### src/rtl/fetch_pkg.sv
// Shared definitions for the instruction fetch unit: PC step, buffer depth,
// FSM encoding and the buffered {instruction, pc} entry.
package fetch_pkg;

    localparam logic [31:0] PC_INCR          = 32'd4;
    localparam int          FETCH_FIFO_DEPTH = 2;

    typedef enum logic {
        ST_HALT = 1'b0,
        ST_RUN  = 1'b1
    } fetch_state_e;

    typedef struct packed {
        logic [31:0] instr;
        logic [31:0] pc;
    } fetch_entry_t;

    // Redirect targets are forced onto a word boundary.
    function automatic logic [31:0] align_pc(input logic [31:0] pc);
        return {pc[31:2], 2'b00};
    endfunction

endpackage

### src/rtl/fetch_fifo.sv
// Small output buffer of fetched {instruction, pc} pairs with flush.
// Push and pop may coincide; a push into a full buffer is accepted only alongside a pop.
module fetch_fifo
    import fetch_pkg::*;
#(
    parameter  int DEPTH = FETCH_FIFO_DEPTH,
    localparam int CNT_W = $clog2(DEPTH + 1),
    localparam int PTR_W = (DEPTH > 1) ? $clog2(DEPTH) : 1
) (
    input  logic             clk,
    input  logic             rst,
    input  logic             push,
    input  fetch_entry_t     push_data,
    input  logic             pop,
    input  logic             flush,
    output logic [CNT_W-1:0] count,
    output fetch_entry_t     head
);

    logic [PTR_W-1:0] wr_ptr_reg;
    logic [PTR_W-1:0] rd_ptr_reg;
    logic [CNT_W-1:0] count_reg;
    fetch_entry_t     entry_vec [DEPTH];
    logic             push_ok;
    logic             pop_ok;

    function automatic logic [PTR_W-1:0] next_ptr(input logic [PTR_W-1:0] p);
        return (p == PTR_W'(DEPTH - 1)) ? '0 : p + 1'b1;
    endfunction

    assign pop_ok  = pop && (count_reg != '0);
    assign push_ok = push && ((count_reg != CNT_W'(DEPTH)) || pop_ok);

    genvar gi;
    generate
        for (gi = 0; gi < DEPTH; gi++) begin : g_entry
            fetch_entry_t entry_reg;

            always_ff @(posedge clk or posedge rst) begin
                if (rst) begin
                    entry_reg <= '0;
                end else if (push_ok && !flush && (wr_ptr_reg == PTR_W'(gi))) begin
                    entry_reg <= push_data;
                end
            end

            assign entry_vec[gi] = entry_reg;
        end
    endgenerate

    always_ff @(posedge clk or posedge rst) begin
        if (rst) begin
            wr_ptr_reg <= '0;
            rd_ptr_reg <= '0;
            count_reg  <= '0;
        end else if (flush) begin
            wr_ptr_reg <= '0;
            rd_ptr_reg <= '0;
            count_reg  <= '0;
        end else begin
            if (push_ok) begin
                wr_ptr_reg <= next_ptr(wr_ptr_reg);
            end
            if (pop_ok) begin
                rd_ptr_reg <= next_ptr(rd_ptr_reg);
            end
            unique case ({push_ok, pop_ok})
                2'b10:   count_reg <= count_reg + CNT_W'(1);
                2'b01:   count_reg <= count_reg - CNT_W'(1);
                default: count_reg <= count_reg;
            endcase
        end
    end

    assign count = count_reg;
    assign head  = entry_vec[rd_ptr_reg];

endmodule

### src/rtl/instruction_fetch_unit.sv
// Sequential instruction fetcher: issues one word address per cycle to a
// registered memory, buffers responses and hands them out with valid/ready.
module instruction_fetch_unit
    import fetch_pkg::*;
#(
    parameter logic [31:0] RESET_PC   = 32'h0000_0000,
    parameter int          FIFO_DEPTH = FETCH_FIFO_DEPTH
) (
    input  logic        clk,
    input  logic        rst,
    input  logic        fetch_enable,
    output logic [31:0] imem_addr,
    input  logic [31:0] imem_instr,
    input  logic        redirect_valid,
    input  logic [31:0] redirect_pc,
    output logic        out_valid,
    input  logic        out_ready,
    output logic [31:0] out_instr,
    output logic [31:0] out_pc,
    output logic        misalign_err
);

    localparam int CNT_W = $clog2(FIFO_DEPTH + 1);
    localparam int OCC_W = CNT_W + 1;

    fetch_state_e     state_reg;
    logic [31:0]      pc_reg;
    logic             inflight_reg;
    logic [31:0]      inflight_pc_reg;
    logic             misalign_err_reg;

    logic [CNT_W-1:0] fifo_count;
    fetch_entry_t     fifo_head;
    fetch_entry_t     push_data;
    logic             pop;
    logic             push;
    logic             issue;
    logic [OCC_W-1:0] occupancy;

    assign out_valid = (fifo_count != '0);
    assign pop       = out_valid && out_ready;

    // Slots already claimed once this cycle's pop retires: buffered plus the
    // response still on its way back. A new request needs one free slot.
    assign occupancy = OCC_W'(fifo_count) + OCC_W'(inflight_reg) - OCC_W'(pop);
    assign issue     = (state_reg == ST_RUN) && !redirect_valid
                       && (occupancy <= OCC_W'(FIFO_DEPTH - 1));

    // A redirect kills the response that is returning this cycle.
    assign push      = inflight_reg && !redirect_valid;
    assign push_data = '{instr: imem_instr, pc: inflight_pc_reg};

    always_ff @(posedge clk or posedge rst) begin
        if (rst) begin
            state_reg        <= ST_HALT;
            pc_reg           <= RESET_PC;
            inflight_reg     <= 1'b0;
            inflight_pc_reg  <= '0;
            misalign_err_reg <= 1'b0;
        end else begin
            case (state_reg)
                ST_HALT: if (fetch_enable)  state_reg <= ST_RUN;
                ST_RUN:  if (!fetch_enable) state_reg <= ST_HALT;
                default: state_reg <= ST_HALT;
            endcase

            misalign_err_reg <= redirect_valid && (redirect_pc[1:0] != 2'b00);

            if (redirect_valid) begin
                pc_reg <= align_pc(redirect_pc);
            end else if (issue) begin
                pc_reg <= pc_reg + PC_INCR;
            end

            inflight_reg <= issue;
            if (issue) begin
                inflight_pc_reg <= pc_reg;
            end
        end
    end

    fetch_fifo #(
        .DEPTH (FIFO_DEPTH)
    ) u_fifo (
        .clk       (clk),
        .rst       (rst),
        .push      (push),
        .push_data (push_data),
        .pop       (pop),
        .flush     (redirect_valid),
        .count     (fifo_count),
        .head      (fifo_head)
    );

    assign imem_addr    = pc_reg;
    assign out_instr    = fifo_head.instr;
    assign out_pc       = fifo_head.pc;
    assign misalign_err = misalign_err_reg;

endmodule
### config.mk
export PLATFORM = sky130hd
export DESIGN_NAME = instruction_fetch_unit
export DESIGN_NICKNAME = d
export VERILOG_FILES = /design/src/rtl/fetch_pkg.sv /design/src/rtl/fetch_fifo.sv /design/src/rtl/instruction_fetch_unit.sv
export SDC_FILE = /design/constraint.sdc
export NUM_CORES = 1
export LEC_CHECK = 0
export CORE_MARGIN = 5
export CORE_UTILIZATION = 65
export DETAILED_ROUTE_END_ITERATION = 8
export DONT_BUFFER_PORTS = 1
export PLACE_DENSITY = 0.81
export SYNTH_ARGS = -nofsm -noshare
export SYNTH_HDL_FRONTEND = slang
export SYNTH_SLANG_ARGS = --single-unit
### constraint.sdc
create_clock -name clk -period 17.55 [get_ports clk]
set_input_delay 4.3875 -clock clk [delete_from_list [all_inputs] [get_ports clk]]
set_output_delay 4.3875 -clock clk [all_outputs]
set_load 0.01 [all_outputs]
# Yosys cells after proc, flatten, opt, wreduce, memory -nomap -nowiden
# Cells that the tools add are included.
[classes] order_cmp=2 mux=14 bitwise_logic=2 reduce_logical=18 n_eq_ne=3 addsub=7
[ops] operator="two-way mux 64 bit" n=3
[ops] operator="two-way mux 32 bit" n=2
[ops] operator="adder 32 x 3 -> 32 bit, second input constant" n=1
[ops] operator="logical AND 1 bit" n=10
[ops] operator="nonzero test 2 bit" n=5
[ops] operator="two-way mux 1 bit" n=7
[ops] operator="case mux 2 bit (2 select lines)" n=1
[ops] operator="adder 2 x 1 -> 3 bit" n=1
[ops] operator="less-or-equal comparator 3 x 1 -> 1 bit, second input constant" n=1
[ops] operator="nonzero test 3 bit" n=1
[ops] operator="subtractor 3 x 1 -> 3 bit" n=1
[ops] operator="adder 1 bit, second input constant" n=2
[ops] operator="adder 2 x 1 -> 2 bit, second input constant" n=1
[ops] operator="equality test 2 x 1 -> 1 bit, second input constant" n=1
[ops] operator="equality test 2 bit, second input constant" n=1
[ops] operator="greater-or-equal comparator 2 bit, second input constant" n=1
[ops] operator="two-way mux 2 bit" n=1
[ops] operator="!= test 2 bit, second input constant" n=1
[ops] operator="NOT 1 -> 2 bit" n=1
[ops] operator="subtractor 2 x 1 -> 2 bit, second input constant" n=1
[ops] operator="logical NOT 1 bit" n=1
[ops] operator="logical OR 1 bit" n=1
[ops] operator="NOT 1 bit" n=1
[totals] ff_bits=199 word_cells=58 input_bits=69

# Longest topological paths before layout
# Gate-level depths: netlist of the first run.
[depth] depth_word=8 ltp_mapped=16 ltp_nobuf=13

# By module
# A second synthesis of the first run with hierarchy kept.
[hier_totals] cells_unflattened=677 area_unflattened_um2=9158.8
[modules_own_cells] mod="fetch_fifo" seq_area_each_um2=3303.2 area_per_inst_um2=5924.4 cells_each=367 n_inst=1
[modules_own_cells] mod="instruction_fetch_unit" seq_area_each_um2=1576.5 area_per_inst_um2=3234.4 cells_each=310 n_inst=1

# Worst setup path before layout of the first run
# No wires, ideal clock.
[synth_path] path_kind="input -> register" startpoint="input out_ready" endpoint="register pc_reg[20] (netlist: imem_addr[20])" setup_time_ps=126 stages=13 slack_ps=10814 arrival_ps=6610 n_path_buf=2 cell_sequence="and2_1 -> ha_1 -> inv_1 -> ha_1 -> inv_1 -> fa_1 -> xor2_1 -> or3_1 -> buf_6 -> inv_8 -> buf_12 -> nand4_2 -> a221o_1"
[synth_via] elab_chain_cells=5
[synth_lines] item="start, declared" line_no="instruction_fetch_unit.sv:17" text="input logic out_ready,"
[synth_lines] item="logical AND 1 bit" line_no="instruction_fetch_unit.sv:41" text="assign pop = out_valid && out_ready;"
[synth_lines] item="subtractor 3 x 1 -> 3 bit" line_no="instruction_fetch_unit.sv:45" text="assign occupancy = OCC_W'(fifo_count) + OCC_W'(inflight_reg) - OCC_W'(pop);"
[synth_lines] item="less-or-equal comparator 3 x 1 -> 1 bit" line_no="instruction_fetch_unit.sv:47" text="&& (occupancy <= OCC_W'(FIFO_DEPTH - 1));"
[synth_lines] item="logical AND 1 bit" line_no="instruction_fetch_unit.sv:47"
[synth_lines] item="nonzero test 2 bit (no source line)"
[synth_lines] item="end signal, assigned" line_no="instruction_fetch_unit.sv:70" text="pc_reg <= align_pc(redirect_pc);"
[synth_lines] item="end signal, assigned" line_no="instruction_fetch_unit.sv:72" text="pc_reg <= pc_reg + PC_INCR;"
[synth_lines] item="end, declared" line_no="instruction_fetch_unit.sv:27" text="logic [31:0] pc_reg;"
# No other way between the ends.
# A chain may end at the register's enable or synchronous reset.

# Worst setup path after layout of the first run
[layout_path] startpoint="input out_ready" endpoint="register pc_reg[8] (netlist: imem_addr[8])"
# Same word-level chain as after synthesis.

==> impl_metrics.ini, run 1 <==
[power]
powerDensity_nw_per_um2 = 142
leakage_nw = 4.26
ir_worst_vdd_mv = 0.0634
total_power_mw = 1.32

[sta]
whs_ns = 0.500
rsz0062_at_grt = no
fmax_mhz = 133
fin_ws_ns = 10.02
finalSetupViolations = 0
finalCritPeriodShare_pct = 42.9
slew_violations = 0
hold_violations = 0
skew_ns = 0.00596
tightest_slew_ns = 1.10
layout_min_cycle_time_ns = 7.53
setup_tns_ns = 0
slew_headroom_pct = 26.7

[floorplan]
die_width_um = 126
ios = 167
initial_utilization_pct = 66.0
coreArea_um2 = 13200
num_rows = 42
die_h_um = 126
die_area_um2 = 15800

[logic_synthesis]
ys_seq_area_share_pct = 54.9
synth_seq_cells = 191
avgSynthCellArea_um2 = 12.1
async_flop_share_pct = 100
yosys_most_used_dff = dfrtp_1
synth_edf_count = 0
synthCells = 718
synth_cell_types = 48
yosysWarnings = 0
synth_area_um2 = 8700

[drt]
wire_per_inst_um = 21.1
route.met3.wl_um = 1560
vias = 5536
dr.max_layer_used = met4
routed-wl-met2_um = 9400
antenna_left = 0
first_pass_iters = 5
routed_wl_um = 18800
drt_iter0_drc = 407
viasPerCell = 6.22
route.detailed.drc = 0
met1_length_um = 7500

[run]
cap_violations = 0

[global_routing]
grt_pass1_wl_um = 31500
grt_overflow_total = 0
track_usage_pct = 24.8
grt_pass1_vias = 5949
antenna_found_initial = 0
grt_max_degree = 118

[setup_path]
crit_fanout = 61
worst_ep_required_time_ns = 17.89
crit_type = in2reg
cp-start-kind = primary input
r2r-start = u_fifo.count[1]$_DFFE_PP0P_
end_kind = flip-flop
crit_arrival_ns = 7.87
worstRegToRegCells = 14
reg2reg_slack_ns = 13.04
reg2reg_to = imem_addr[8]$_DFFE_PP0P_

[status]
outcome = finished clean

[clock_tree]
post_cts_buffers = 0
clk_pin_slew_ns = 0.07
numCtsBuffers = 17
htree_levels = 4
cts_hold_buffers = 0
clock_latency_ns = 0.43
cts.path.max_buffers = 2
cts_resized = 0
cts_tree = built
cts.sinks = 191
clockRootBuffer = clkbuf_16

[final_layout]
post-route-util_pct = 70.8
largest_register_ffs = 124
synthToLayoutAreaGrowth_pct = 7.27
seqCellArea_um2 = 4780
multi_input_area_um2 = 3640
fin_cells = 890
layout.nets = 774
fillers = 896
n_antenna_cell = 0
fin_area_um2 = 9340
final_layout_size_suffix_gt1_share_pct = 33.2

[worst_hold_path]
hold_class = reg2reg
hold_path.startpoint = inflight_pc_reg[19]$_DFFE_PP0P_
hold_path_end = inflight_pc_reg[19]$_DFFE_PP0P_
min_delay_path_depth = 2

[place]
gp_congestion = 0.854
dp_cells = 858
portBuffers = 0
dp.final_hpwl_um = 12900
dpl-instance-area_um2 = 8760
dpl_worst_slack_ns = 9.66
==> how the worst max path moves through the flow <==
stage          cells after the start  startpoint  slack [ns]                        end
6_report                          13   out_ready       10.02   imem_addr[8]$_DFFE_PP0P_
5_1_grt                           13   out_ready        9.74   imem_addr[8]$_DFFE_PP0P_
4_1_cts                           13   out_ready       10.08   imem_addr[8]$_DFFE_PP0P_
3_5_place_dp                      13   out_ready        9.66   imem_addr[8]$_DFFE_PP0P_
3_3_place_gp                      13   out_ready        9.86   imem_addr[9]$_DFFE_PP0P_
2_1_floorplan                      1         rst        7.96  imem_addr[10]$_DFFE_PP0P_
==> layout make-up <==
class                           count  area share, %
Clock buffer                       23           5.33
Clock inverter                      9          0.884
Inverter                           14          0.724
Multi-Input combinational cell    471           39.0
Sequential cell                   191           51.2
Tap cell                          176           2.36
Timing Repair Buffer                6          0.482
==> synthesized netlist by cell type, types with 6 or more instances <==
cell      count  area share, %
inv_1        12           0.52
mux2_2      186             24
buf_2        19            1.1
o211ai_1      9           0.78
nand2_1     107            4.6
nor2b_1       6           0.43
clkbuf_1     16           0.69
dfrtp_1     191             55
nand4_1      10           0.72
nor3_1        6           0.34
nor2_1       17           0.73
o21ai_0      26            1.5
nand3_1      25            1.4
or3_1         6           0.43
a21oi_1      11           0.63
==> worst max-delay path, cell delays in order <==
cell and delay (ns):
and2_1 0.14, ha_1 0.27, inv_1 0.06, ha_1 0.13, inv_1 0.04, fa_1 0.37, xor2_1 0.27, or3_2 0.18
buf_4 0.52, inv_8 0.22, nor2_1 0.89, o21ai_0 0.23, o211ai_1 0.14
==> routing by layer <==
| metal | vias up | GRT usage (%) |
|---|---|---|
| met5 | - | 0 |
| met3 | 26 | 8.64 |
| met2 | 199 | 41.1 |
| met1 | 2810 | 30.7 |
| li1 | 2501 | - |
| met4 | 0 | 8.35 |
==> logic make-up after synthesis <==
kind of cell / after synthesis / synth area share (%)
xor gates and xnor gates: 5 / 0.503
adders and majority gates: 4 / 0.661
and+or+nand+nor: 198 / 10.6
AOI/OAI and AO/OA: 70 / 5.25
DFF: 191 / 54.9
muxes: 190 / 24.5
other: 1 / 0.0431
buffers and inverters: 59 / 3.48
==> where the power goes <==
part / total [mW] / leakage [nW] / internal [mW] / switching [mW]
sequential: 0.665 / 2.40 / 0.574 / 0.0915
combinational: 0.286 / 1.57 / 0.150 / 0.136
clock: 0.373 / 0.285 / 0.214 / 0.159
total: 1.32 / 4.26 / 0.938 / 0.386
==> layout by cell type, fill, tap and decap left out, types with 4 or more instances in the layout <==
cell type  instances
clkbuf_16         17
or3_1              5
a221o_1            5
a22oi_1            4
o311ai_0           4
clkinv_2           4
o21ai_0           26
nand4_1           10
dfrtp_1          190
nor4_1             4
inv_1             11
o211ai_1           9
nor2_1            17
mux2_2           186
clkbuf_8           5
nor2b_1            6
nand2_1          106
conb_1             4
buf_4              6
nor3_1             6
mux2i_1            4
a21oi_1           11
nand2b_1           5
nand3_1           25
No activity file was read; power rests on OpenSTA's default activity.
==> run 2, diff against run 1 <==
--- a/config.mk
+++ b/config.mk
@@ -6,10 +6,10 @@
 export NUM_CORES = 1
 export LEC_CHECK = 0
 export CORE_MARGIN = 5
-export CORE_UTILIZATION = 65
+export CORE_UTILIZATION = 63
 export DETAILED_ROUTE_END_ITERATION = 8
 export DONT_BUFFER_PORTS = 1
-export PLACE_DENSITY = 0.81
+export PLACE_DENSITY = 0.79
 export SYNTH_ARGS = -nofsm -noshare
 export SYNTH_HDL_FRONTEND = slang
 export SYNTH_SLANG_ARGS = --single-unit
==> constraint.sdc (replaced) <==
create_clock -name clk -period 7.1 [get_ports clk]
set_input_delay 1.775 -clock clk [delete_from_list [all_inputs] [get_ports clk]]
set_output_delay 1.775 -clock clk [all_outputs]
set_load 0.01 [all_outputs]
==> run 2 against run 1 <==
Compared with the run above: clock power grew to 2.6 times the previous value; highest routed layer unchanged; critical endpoint is now imem_addr[16]$_DFFE_PP0P_; largest power group unchanged; design area is 0.25% higher; clock-buffer cell count is 4 lower.
==> impl_metrics.ini, run 2 (same netlist as run 1, synthesis figures left out) <==
[floorplan]
num_rows = 43
ios = 167
die_area_um2 = 16300
coreArea_um2 = 13700
initial_utilization_pct = 63.4
die_h_um = 128
die_width_um = 128

[setup_path]
crit_type = in2reg
crit_arrival_ns = 4.69
worst_ep_required_time_ns = 7.46
critPathLaunch = out_ready
r2r-start = u_fifo.count[1]$_DFFE_PP0P_
end_kind = flip-flop
cp-start-kind = primary input
crit_fanout = 44

[sta]
slew_violations = 0
setup_tns_ns = 0
finalCritPeriodShare_pct = 61.0
skew_ns = 0.0101
rsz0062_at_grt = no
tightest_slew_ns = 1.09
whs_ns = 0.501
slew_headroom_pct = 26.9
layout_min_cycle_time_ns = 4.33
fmax_mhz = 231
finalSetupViolations = 0
hold_violations = 0

[final_layout]
mostFrequentLayoutCells = 190 x dfrtp_1, 186 x mux2_2, 106 x nand2_1, 26 x o21ai_0, 25 x nand3_1
final_common_cell = dfrtp_1
largest_register_ffs = 124
final_layout_size_suffix_gt1_share_pct = 33.1
fillers = 991
n_antenna_cell = 0
layout.nets = 773
synthToLayoutAreaGrowth_pct = 7.55

[clock_tree]
clk_pin_slew_ns = 0.07
numCtsBuffers = 17
clock_latency_ns = 0.43
cts_tree = built
cts_hold_buffers = 0
cts.sinks = 191
clockRootBuffer = clkbuf_16
cts.path.max_buffers = 2
post_cts_buffers = 0
cts_resized = 0
htree_levels = 4

[drt]
wire_per_inst_um = 20.9
drt_iter0_drc = 458
viasPerCell = 6.24
routed_wl_um = 18700
vias = 5576
first_pass_iters = 5
route.detailed.drc = 0
antenna_left = 0

[global_routing]
grt_pass1_wl_um = 30800
grt_pass1_vias = 5946
track_usage_pct = 23.9
grt_overflow_total = 0
grt_max_degree = 139
antenna_found_initial = 0

[power]
leakage_nw = 4.26
ir_worst_vdd_mv = 0.191
powerDensity_nw_per_um2 = 356

[place]
portBuffers = 0
dp.final_hpwl_um = 12700
gp_congestion = 0.886

[run]
cap_violations = 0

[worst_hold_path]
hold_path.startpoint = u_fifo.entry_vec[27]$_DFFE_PP0P_
hold_class = reg2reg

[status]
outcome = finished clean
[run 2: worst max-delay path, cell delays in order]
cell and delay (ns):
and2_1 0.14, ha_1 0.27, inv_1 0.06, ha_1 0.13, inv_1 0.05, fa_1 0.37, xor2_1 0.30, or3_2 0.26
inv_8 0.12, nor2_1 0.84, o21ai_0 0.25, nand2_1 0.12
[run 2: worst paths after layout]
| kind | slack (ns) | endpoint | depth (start not counted) |
|---|---|---|---|
| worst min-delay path | 0.50 | u_fifo.entry_vec[27]$_DFFE_PP0P_ | 1 |
| min in group asynchronous | 1.37 | u_fifo.entry_vec[42]$_DFFE_PP0P_ | 1 |
| max in group asynchronous | 4.40 | u_fifo.rd_ptr_reg$_DFFE_PP0P_ | 2 |
| worst max register to register | 3.22 | imem_addr[16]$_DFFE_PP0P_ | 13 |
| worst min register to register | 0.50 | u_fifo.entry_vec[27]$_DFFE_PP0P_ | 1 |
| worst max-delay path | 2.77 | imem_addr[16]$_DFFE_PP0P_ | 12 |
[run 2: report_power, final]
part | internal (mW) | leakage (nW) | switching [mW]
sequential | 1.42 | 2.40 | 0.229
combinational | 0.372 | 1.56 | 0.346
clock | 0.565 | 0.293 | 0.400
[run 2: layer usage]
metal,GRT usage [%],wire [um],up-vias
met3,8.07,1880,30
met5,0,0,-
met2,38.3,9080,262
met1,30.5,7350,2792
li1,-,-,2492
met4,8.39,351,0
[run 2: layout make-up]
cell class / instances / area (um^2) / share of cell area [%]
Clock inverter: 13 / 164 / 1.75
Sequential cell: 191 / 4780 / 51.1
Tap cell: 180 / 225 / 2.41
Timing Repair Buffer: 5 / 37.5 / 0.401
Inverter: 14 / 67.6 / 0.722
Clock buffer: 19 / 443 / 4.73
Multi-Input combinational cell: 471 / 3640 / 38.9
[run 2: through the flow]
stage	util, %	setup WS [ns]	total power [mW]	cells	cell area (um^2)
2_1_floorplan	-	0.126	2.20	721	8720
3_3_place_gp	63.8	2.52	2.33	861	8750
3_5_place_dp	63.8	2.41	2.39	861	8750
4_1_cts	68.2	2.81	3.36	893	9360
5_1_grt	68.2	2.62	3.50	893	9360
6_report	68.2	2.77	3.33	893	9360
==> run 3, diff against run 2 <==
--- a/config.mk
+++ b/config.mk
@@ -6,10 +6,10 @@
 export NUM_CORES = 1
 export LEC_CHECK = 0
 export CORE_MARGIN = 5
-export CORE_UTILIZATION = 63
+export CORE_UTILIZATION = 57
 export DETAILED_ROUTE_END_ITERATION = 8
 export DONT_BUFFER_PORTS = 1
-export PLACE_DENSITY = 0.79
+export PLACE_DENSITY = 0.75
 export SYNTH_ARGS = -nofsm -noshare
 export SYNTH_HDL_FRONTEND = slang
 export SYNTH_SLANG_ARGS = --single-unit
==> constraint.sdc (replaced) <==
create_clock -name clk -period 3.7 [get_ports clk]
set_input_delay 0.925 -clock clk [delete_from_list [all_inputs] [get_ports clk]]
set_output_delay 0.925 -clock clk [all_outputs]
set_load 0.01 [all_outputs]
==> run 3 against run 2 <==
Compared with the run above: die area rose by 9.7%; wire length increased by 4.0%; design area increased by 1.7%; critical path type is now reg2reg; critical endpoint is now imem_addr[13]$_DFFE_PP0P_; largest cell class unchanged; largest power group unchanged.
==> impl_metrics.ini, run 3 (same netlist as run 1, synthesis figures left out) <==
[setup_path]
crit_arrival_ns = 3.70
max_stage_delay_ns = 0.46
crit_fanout = 11
worstRegToRegCells = 13
crit_buf_inv = 3
worst_ep_required_time_ns = 3.99
cp_slowest_cell = or3_4
cp-start-kind = flip-flop
reg2reg_to = imem_addr[13]$_DFFE_PP0P_
reg2reg_slack_ns = 0.29
path_cells = or2_2 > and2_1 > ha_1 > inv_1 > ha_1 > inv_1 > fa_1 > xor2_1 > or3_4 > inv_8 > nand4_1 > o211ai_1 > o311ai_1
crit_type = reg2reg
end_kind = flip-flop
r2r-start = u_fifo.count[0]$_DFFE_PP0P_
worst_path_dominant_cell_family = simple AND/OR/NAND/NOR gates

[global_routing]
grt_overflow_total = 0
grt_max_degree = 119
grtUsageMet3_pct = 8.50
grtUsageMet1_pct = 28.3
antenna_found_initial = 0
grt_pass1_vias = 5845
grt_pass1_wl_um = 31700
globalRouteMet2Util_pct = 36.7
track_usage_pct = 22.5
busiest_layer = met2

[clock_tree]
cts.sinks = 191
clk_pin_slew_ns = 0.07
clockRootBuffer = clkbuf_16
cts.path.max_buffers = 2
cts_tree = built
clock_latency_ns = 0.43
htree_levels = 4
cts_hold_buffers = 0
numCtsBuffers = 17

[sta]
rsz0062_at_grt = no
slew_headroom_pct = 56.4
finalSetupViolations = 0
skew_ns = 0.00660
fmax_mhz = 293
whs_ns = 0.493
finalCritPeriodShare_pct = 92.2
layout_min_cycle_time_ns = 3.41
setup_tns_ns = 0
tightest_slew_ns = 0.653
slew_violations = 0
hold_violations = 0

[final_layout]
final_layout_size_suffix_gt1_share_pct = 34.0
final_common_cell = dfrtp_1
mostFrequentLayoutCells = 190 x dfrtp_1, 186 x mux2_2, 106 x nand2_1, 26 x o21ai_0, 25 x nand3_1
fillers = 1134
layout.nets = 782
fin_cells = 909
synthToLayoutAreaGrowth_pct = 9.36
n_antenna_cell = 0
largest_register_ffs = 124

[power]
clock_power_share_pct = 29.5
ir_worst_vdd_mv = 0.404
p_int_mw = 4.58
p_sw_share_pct = 28.9
pwr-share-comb_pct = 21.5
powerDensity_nw_per_um2 = 677
p_seq_share_pct = 49.0
p_switching_mw = 1.86
leakage_nw = 4.34

[worst_hold_path]
min_delay_path_depth = 2
hold_path.startpoint = inflight_pc_reg[14]$_DFFE_PP0P_
hold_path_end = inflight_pc_reg[14]$_DFFE_PP0P_
hold_class = reg2reg

[drt]
first_pass_iters = 5
vias = 5509
route.detailed.drc = 0
wire_per_inst_um = 21.3
drt_iter0_drc = 400
viasPerCell = 6.06
routed_wl_um = 19400
antenna_left = 0

[place]
dp_cells = 878
gp_congestion = 0.895
dp.final_hpwl_um = 13400
portBuffers = 0

[floorplan]
die_h_um = 134
coreArea_um2 = 15100
die_width_um = 134
ios = 167
initial_utilization_pct = 57.7
num_rows = 45
die_area_um2 = 17800

[status]
outcome = finished clean

[run]
cap_violations = 0
[run 3: cell types whose count changed in the layout (fill, tap and decap cells not counted), sizes merged]
cell      before  now
buf            5   14
clkinv         7    3
clkinvlp       2    4
bufinv         3    4
clkbuf        19   18
inv           15   16
[run 3: power by group through the flow]
stage	registers [mW]	clock network [mW]	logic [mW]
after detailed placement	3.20	0	1.40
final	3.16	1.90	1.38
after global routing	3.24	2.04	1.52
after global placement	3.12	0	1.35
after CTS	3.16	1.95	1.41
after floorplan	3.02	0	1.20
[run 3: area by class of cell]
type	count	area (um^2)	area share [%]
inverters	14	63.8	0.670
multi-input cells	471	3650	38.4
flip-flops and latches	191	4780	50.2
clock buffers	18	429	4.51
repair buffers	14	168	1.76
clock inverters	13	188	1.97
well taps	188	235	2.47
[run 3: worst register-to-register path, stage by stage (launching register included)]
cell      delay, ns
dfrtp_1        0.44
or2_2          0.38
and2_1         0.21
ha_1           0.27
inv_1          0.05
ha_1           0.13
inv_1          0.05
fa_1           0.37
xor2_1         0.17
or3_4          0.47
inv_8          0.12
nand4_1        0.23
o211ai_1       0.27
o311ai_1       0.13
[run 3: worst max path at each step]
stage | start | endpoint | slack, ns | cells after the start
floorplan | rst | imem_addr[10]$_DFFE_PP0P_ | 0.31 | 1
finish | u_fifo.count[0]$_DFFE_PP0P_ | imem_addr[13]$_DFFE_PP0P_ | 0.29 | 13
global placement | out_ready | imem_addr[9]$_DFFE_PP0P_ | -0.007 | 12
CTS | u_fifo.count[0]$_DFFE_PP0P_ | imem_addr[13]$_DFFE_PP0P_ | 0.1 | 13
global route | u_fifo.count[0]$_DFFE_PP0P_ | imem_addr[13]$_DFFE_PP0P_ | 0.12 | 13
detailed placement | out_ready | imem_addr[8]$_DFFE_PP0P_ | -0.15 | 12
[run 3: metrics by stage]
| step | util, % | setup WS [ns] | total power [mW] | instance area [um^2] |
|---|---|---|---|---|
| 6_report | 63.1 | 0.288 | 6.45 | 9520 |
| 5_1_grt | 63.1 | 0.124 | 6.80 | 9520 |
| 2_1_floorplan | - | 0.313 | 4.23 | 8720 |
| 3_3_place_gp | 59.0 | -0.00725 | 4.47 | 8900 |
| 4_1_cts | 63.1 | 0.0995 | 6.52 | 9520 |
| 3_5_place_dp | 59.0 | -0.154 | 4.60 | 8900 |
[run 3: timing repair]
action | CTS | global route
gates resized for setup | 1 | 1
setup endpoints to repair | 5 | 2
setup buffers | 0 | 0
[run 3: layer usage]
| layer | part of all wire, % | wire [um] |
|---|---|---|
| met3 | 8.7 | 1680 |
| met5 | 0 | 0 |
| met2 | 49 | 9600 |
| met1 | 41 | 7890 |
| met4 | 1.3 | 243 |
==> edit 1, RTL diff (flow settings as in run 1) <==
Put one more register stage on the output `misalign_err`, cleared by the reset. The value now appears one clock later. The other outputs are not delayed to match.
--- a/src/rtl/instruction_fetch_unit.sv
+++ b/src/rtl/instruction_fetch_unit.sv
@@ -96,5 +96,11 @@
     assign out_instr    = fifo_head.instr;
     assign out_pc       = fifo_head.pc;
-    assign misalign_err = misalign_err_reg;
+    always_ff @(posedge clk or posedge rst) begin
+        if (rst) begin
+            misalign_err <= '0;
+        end else begin
+            misalign_err <= misalign_err_reg;
+        end
+    end
 
 endmodule
Function: changed (a bounded check fails within 4 cycles, from zero or initial values and one cycle with rst high).
==> edit 1 against run 1 <==
Wire length rose by 0.33%; cell area rose by 0.48%; critical path depth stayed put; worst setup slack worse by 520 ps; synthesized area shrank 0.24%; sequential cell count is 1 higher; power is 1.1% higher; highest routed layer is now met5; clock skew up 2.5 ps; critical path type unchanged; hold slack worse by 150 ps.
==> edit 1: results (changes against run 1) <==
| Metric | Value |
|---|---|
| Outcome | `complete, no violations (unchanged)` |
| Fmax | `124 MHz (was 133 MHz)` |
| Vias in the first global route | `5936 (was 5949)` |
| Crit-path max FO | `56 (was 61)` |
| Worst hold slack | `355 ps (was 500 ps)` |
| Largest net degree at the start of global routing | `116 (was 118)` |
| Crit-path max cell delay | `850 ps (was 890 ps)` |
| Top post-synthesis cells by count | `192 x dfrtp_1, 187 x mux2_2, 122 x nand2_1 (was 191 x dfrtp_1, 186 x mux2_2, 107 x nand2_1)` |
| Vias | `5575 (was 5536)` |
| Place WS | `9140 ps (was 9660 ps)` |
| HP Start | `misalign_err_reg$_DFF_PP0_ (was inflight_pc_reg[19]$_DFFE_PP0P_)` |
| R2r setup slk | `12520 ps (was 13040 ps)` |
| Hold path cells | `0 (was 2)` |
| Sequential fraction of the synthesis area | `0.553 (was 0.549)` |
| Initial antenna violation count | `2 (was 0)` |
| # fillers | `935 (was 896)` |
| WL/cell | `21.4 um (was 21.1 um)` |
| DRT iter0 DRCs | `267 (was 407)` |
| Global placer's final weighted congestion | `0.865 (was 0.854)` |
| Detailed placement HPWL | `12900 um (about the same)` |
| First-pass GRT wire length | `31200 um (was 31500 um)` |
| Worst IR Drop VDD | `0.0000847 V (was 0.0000634 V)` |
| Worst Path Arrival | `8390 ps (was 7870 ps)` |
| Top post-synthesis cells by area | `dfrtp_1 55%, mux2_2 24%, nand2_1 5.3% (was dfrtp_1 55%, mux2_2 24%, nand2_1 4.6%)` |
| Lkg Pwr | `4.25 nW (was 4.26 nW)` |
| Combinational fraction of design power | `0.210 (was 0.216)` |
| Placed instance area | `0.00877 mm^2 (was 0.00876 mm^2)` |
| Slowest stage cell, crit path | `or2_2 (was nor2_1)` |
| Hold Crit Endpoint | `misalign_err$_DFF_PP0_ (was inflight_pc_reg[19]$_DFFE_PP0P_)` |
| Worst Skew | `8.46 ps (was 5.96 ps)` |
| Net Switching | `0.381 mW (was 0.386 mW)` |
[edit 1: changes by cell type in the layout (fill, tap and decap cells not counted), moves of 4 or more]
cell and delta:
o311ai_0 +10, or4_1 +4, nand2_1 +15, o21ai_0 -13, nor2b_1 -5, a21oi_1 -8
nand3_1 -7
[edit 1: area by class of cell]
| cell class | instances | share of cell area |
|---|---|---|
| Clock buffer | 23 | 0.0509 |
| Multi-Input combinational cell | 467 | 0.391 |
| Tap cell | 176 | 0.0235 |
| Timing Repair Buffer | 4 | 0.00320 |
| Sequential cell | 192 | 0.512 |
| Clock inverter | 9 | 0.0140 |
| Inverter | 10 | 0.00480 |
[edit 1: per-layer routing]
metal  vias to the layer above  wire length, um  GRT usage
met4                         4              472      0.106
li1                       2466                -          -
met2                       260             9290      0.401
met5                         -               24          0
met1                      2801             7460      0.303
met3                        44             1580     0.0836
[edit 1: worst reg2reg max path, cell delays in order (launching register included)]
cell and delay (ps):
dfrtp_1 510, or2_2 380, and2_1 210, ha_1 270, inv_1 50, ha_1 120
inv_1 50, fa_1 400, xor2_2 330, or2_2 850, inv_1 630, buf_4 380
nor2_1 440, o21ai_0 210, o211ai_1 120
[edit 1: metrics by stage]
| stage | util | cells |
|---|---|---|
| detailed placement | 0.665 | 849 |
| finish | 0.711 | 881 |
| global placement | 0.665 | 849 |
| CTS | 0.711 | 881 |
| floorplan | - | 709 |
| global route | 0.711 | 881 |
[edit 1: cell families (layout without fill, tap and decap cells)]
family | Yosys count | count (layout) | synth area share
and+or+nand+nor | 204 | 204 | 0.111
muxes | 192 | 192 | 0.248
DFF | 192 | 192 | 0.553
AOI/OAI and AO/OA | 59 | 59 | 0.0488
buffers and inverters | 50 | 46 | 0.0267
adders and majority gates | 4 | 4 | 0.00663
xor gates and xnor gates | 4 | 4 | 0.00490
other | 1 | 4 | 0.000432
==> edit 2, RTL diff (config.mk and constraints of run 1) <==
Without the edit above. `FETCH_FIFO_DEPTH`: 2 -> 1.
--- a/src/rtl/fetch_pkg.sv
+++ b/src/rtl/fetch_pkg.sv
@@ -4,5 +4,5 @@
 
     localparam logic [31:0] PC_INCR          = 32'd4;
-    localparam int          FETCH_FIFO_DEPTH = 2;
+    localparam int          FETCH_FIFO_DEPTH = 1;
 
     typedef enum logic {
Formal check against the unedited RTL: not equivalent (a bounded check fails within 4 cycles, from zero or initial values and one cycle with rst high).
==> edit 2 against run 1 <==
Die area decreased by 36%; register-to-register slack better by 1300 ps; wire length is 38% lower; via count decreased by 38%; combinational power is 65% lower; synthesized cell count fell by 41%; sequential cell count is 65 lower; sequential power shrank 32%; count of clock-buffer cells in the layout is 4 lower; worst setup slack better by 920 ps; power is 32% lower; synthesized area down 38%; cell area fell by 35%; largest power group unchanged.
==> edit 2: results (changes against run 1) <==
| Metric | Value |
|---|---|
| Lkg Pwr | `2.44 nW (was 4.26 nW)` |
| Worst skew pair latency | `500 ps (was 430 ps)` |
| Routed wire length on met2 | `6030 um (was 9400 um)` |
| Multi-input gates | `267 (was 471)` |
| Vias in the first global route | `3621 (was 5949)` |
| GR Util met3 | `0.0893 (was 0.0864)` |
| Inst Count DP | `507 (was 858)` |
| First-pass GRT wire length | `18800 um (was 31500 um)` |
| Synth top area share | `0.588 (was 0.549)` |
| Sequential fraction of the synthesis area | `0.588 (was 0.549)` |
| Multi-input combinational area share | `0.347 (was 0.390)` |
| Initial DRT Pass Iterations | `4 (was 5)` |
| WL met1 | `4300 um (was 7500 um)` |
| Top post-synthesis cells by count | `126 x dfrtp_1, 92 x mux2_2, 23 x nand2_1 (was 191 x dfrtp_1, 186 x mux2_2, 107 x nand2_1)` |
| Vias | `3418 (was 5536)` |
| Met1 Usage GRT | `0.292 (was 0.307)` |
| Largest net degree at the start of global routing | `68 (was 118)` |
| WL/cell | `21.6 um (was 21.1 um)` |
| Share of layout cells above drive strength 1 | `0.306 (was 0.332)` |
| Total routed wirelength | `11600 um (was 18800 um)` |
| Place WS | `10460 ps (was 9660 ps)` |
| Fraction of area in registers | `0.523 (was 0.512)` |
| Outcome | `complete, no violations (unchanged)` |
| Largest register FFs | `62 (was 124)` |
| Combinational fraction of design power | `0.110 (was 0.216)` |
[edit 2: cell count changes in the layout (fill, tap and decap cells not counted), sizes merged, moves of 7 or more]
cell,change
dfrtp,-65
or4,+19
a21oi,-11
o21ai,-14
mux2,-94
inv,-7
o31ai,+14
nand3,-12
nand2,-84
a31oi,+16
o211ai,-7
[edit 2: path summary, 6_finish.rpt]
kind                                                         end  slack [ps]  cells after the start                           start
min in group asynchronous       u_fifo.entry_vec[28]$_DFFE_PP0P_        3890                      1                             rst
max in group asynchronous              imem_addr[12]$_DFFE_PP0P_       12360                      2                             rst
worst max register to register         imem_addr[30]$_DFFE_PP0P_       14330                      6        u_fifo.count$_DFFE_PP0P_
worst max-delay path                   imem_addr[30]$_DFFE_PP0P_       10940                      6                       out_ready
worst min register to register    inflight_pc_reg[3]$_DFFE_PP0P_         500                      1  inflight_pc_reg[3]$_DFFE_PP0P_
worst min-delay path              inflight_pc_reg[3]$_DFFE_PP0P_         500                      1  inflight_pc_reg[3]$_DFFE_PP0P_
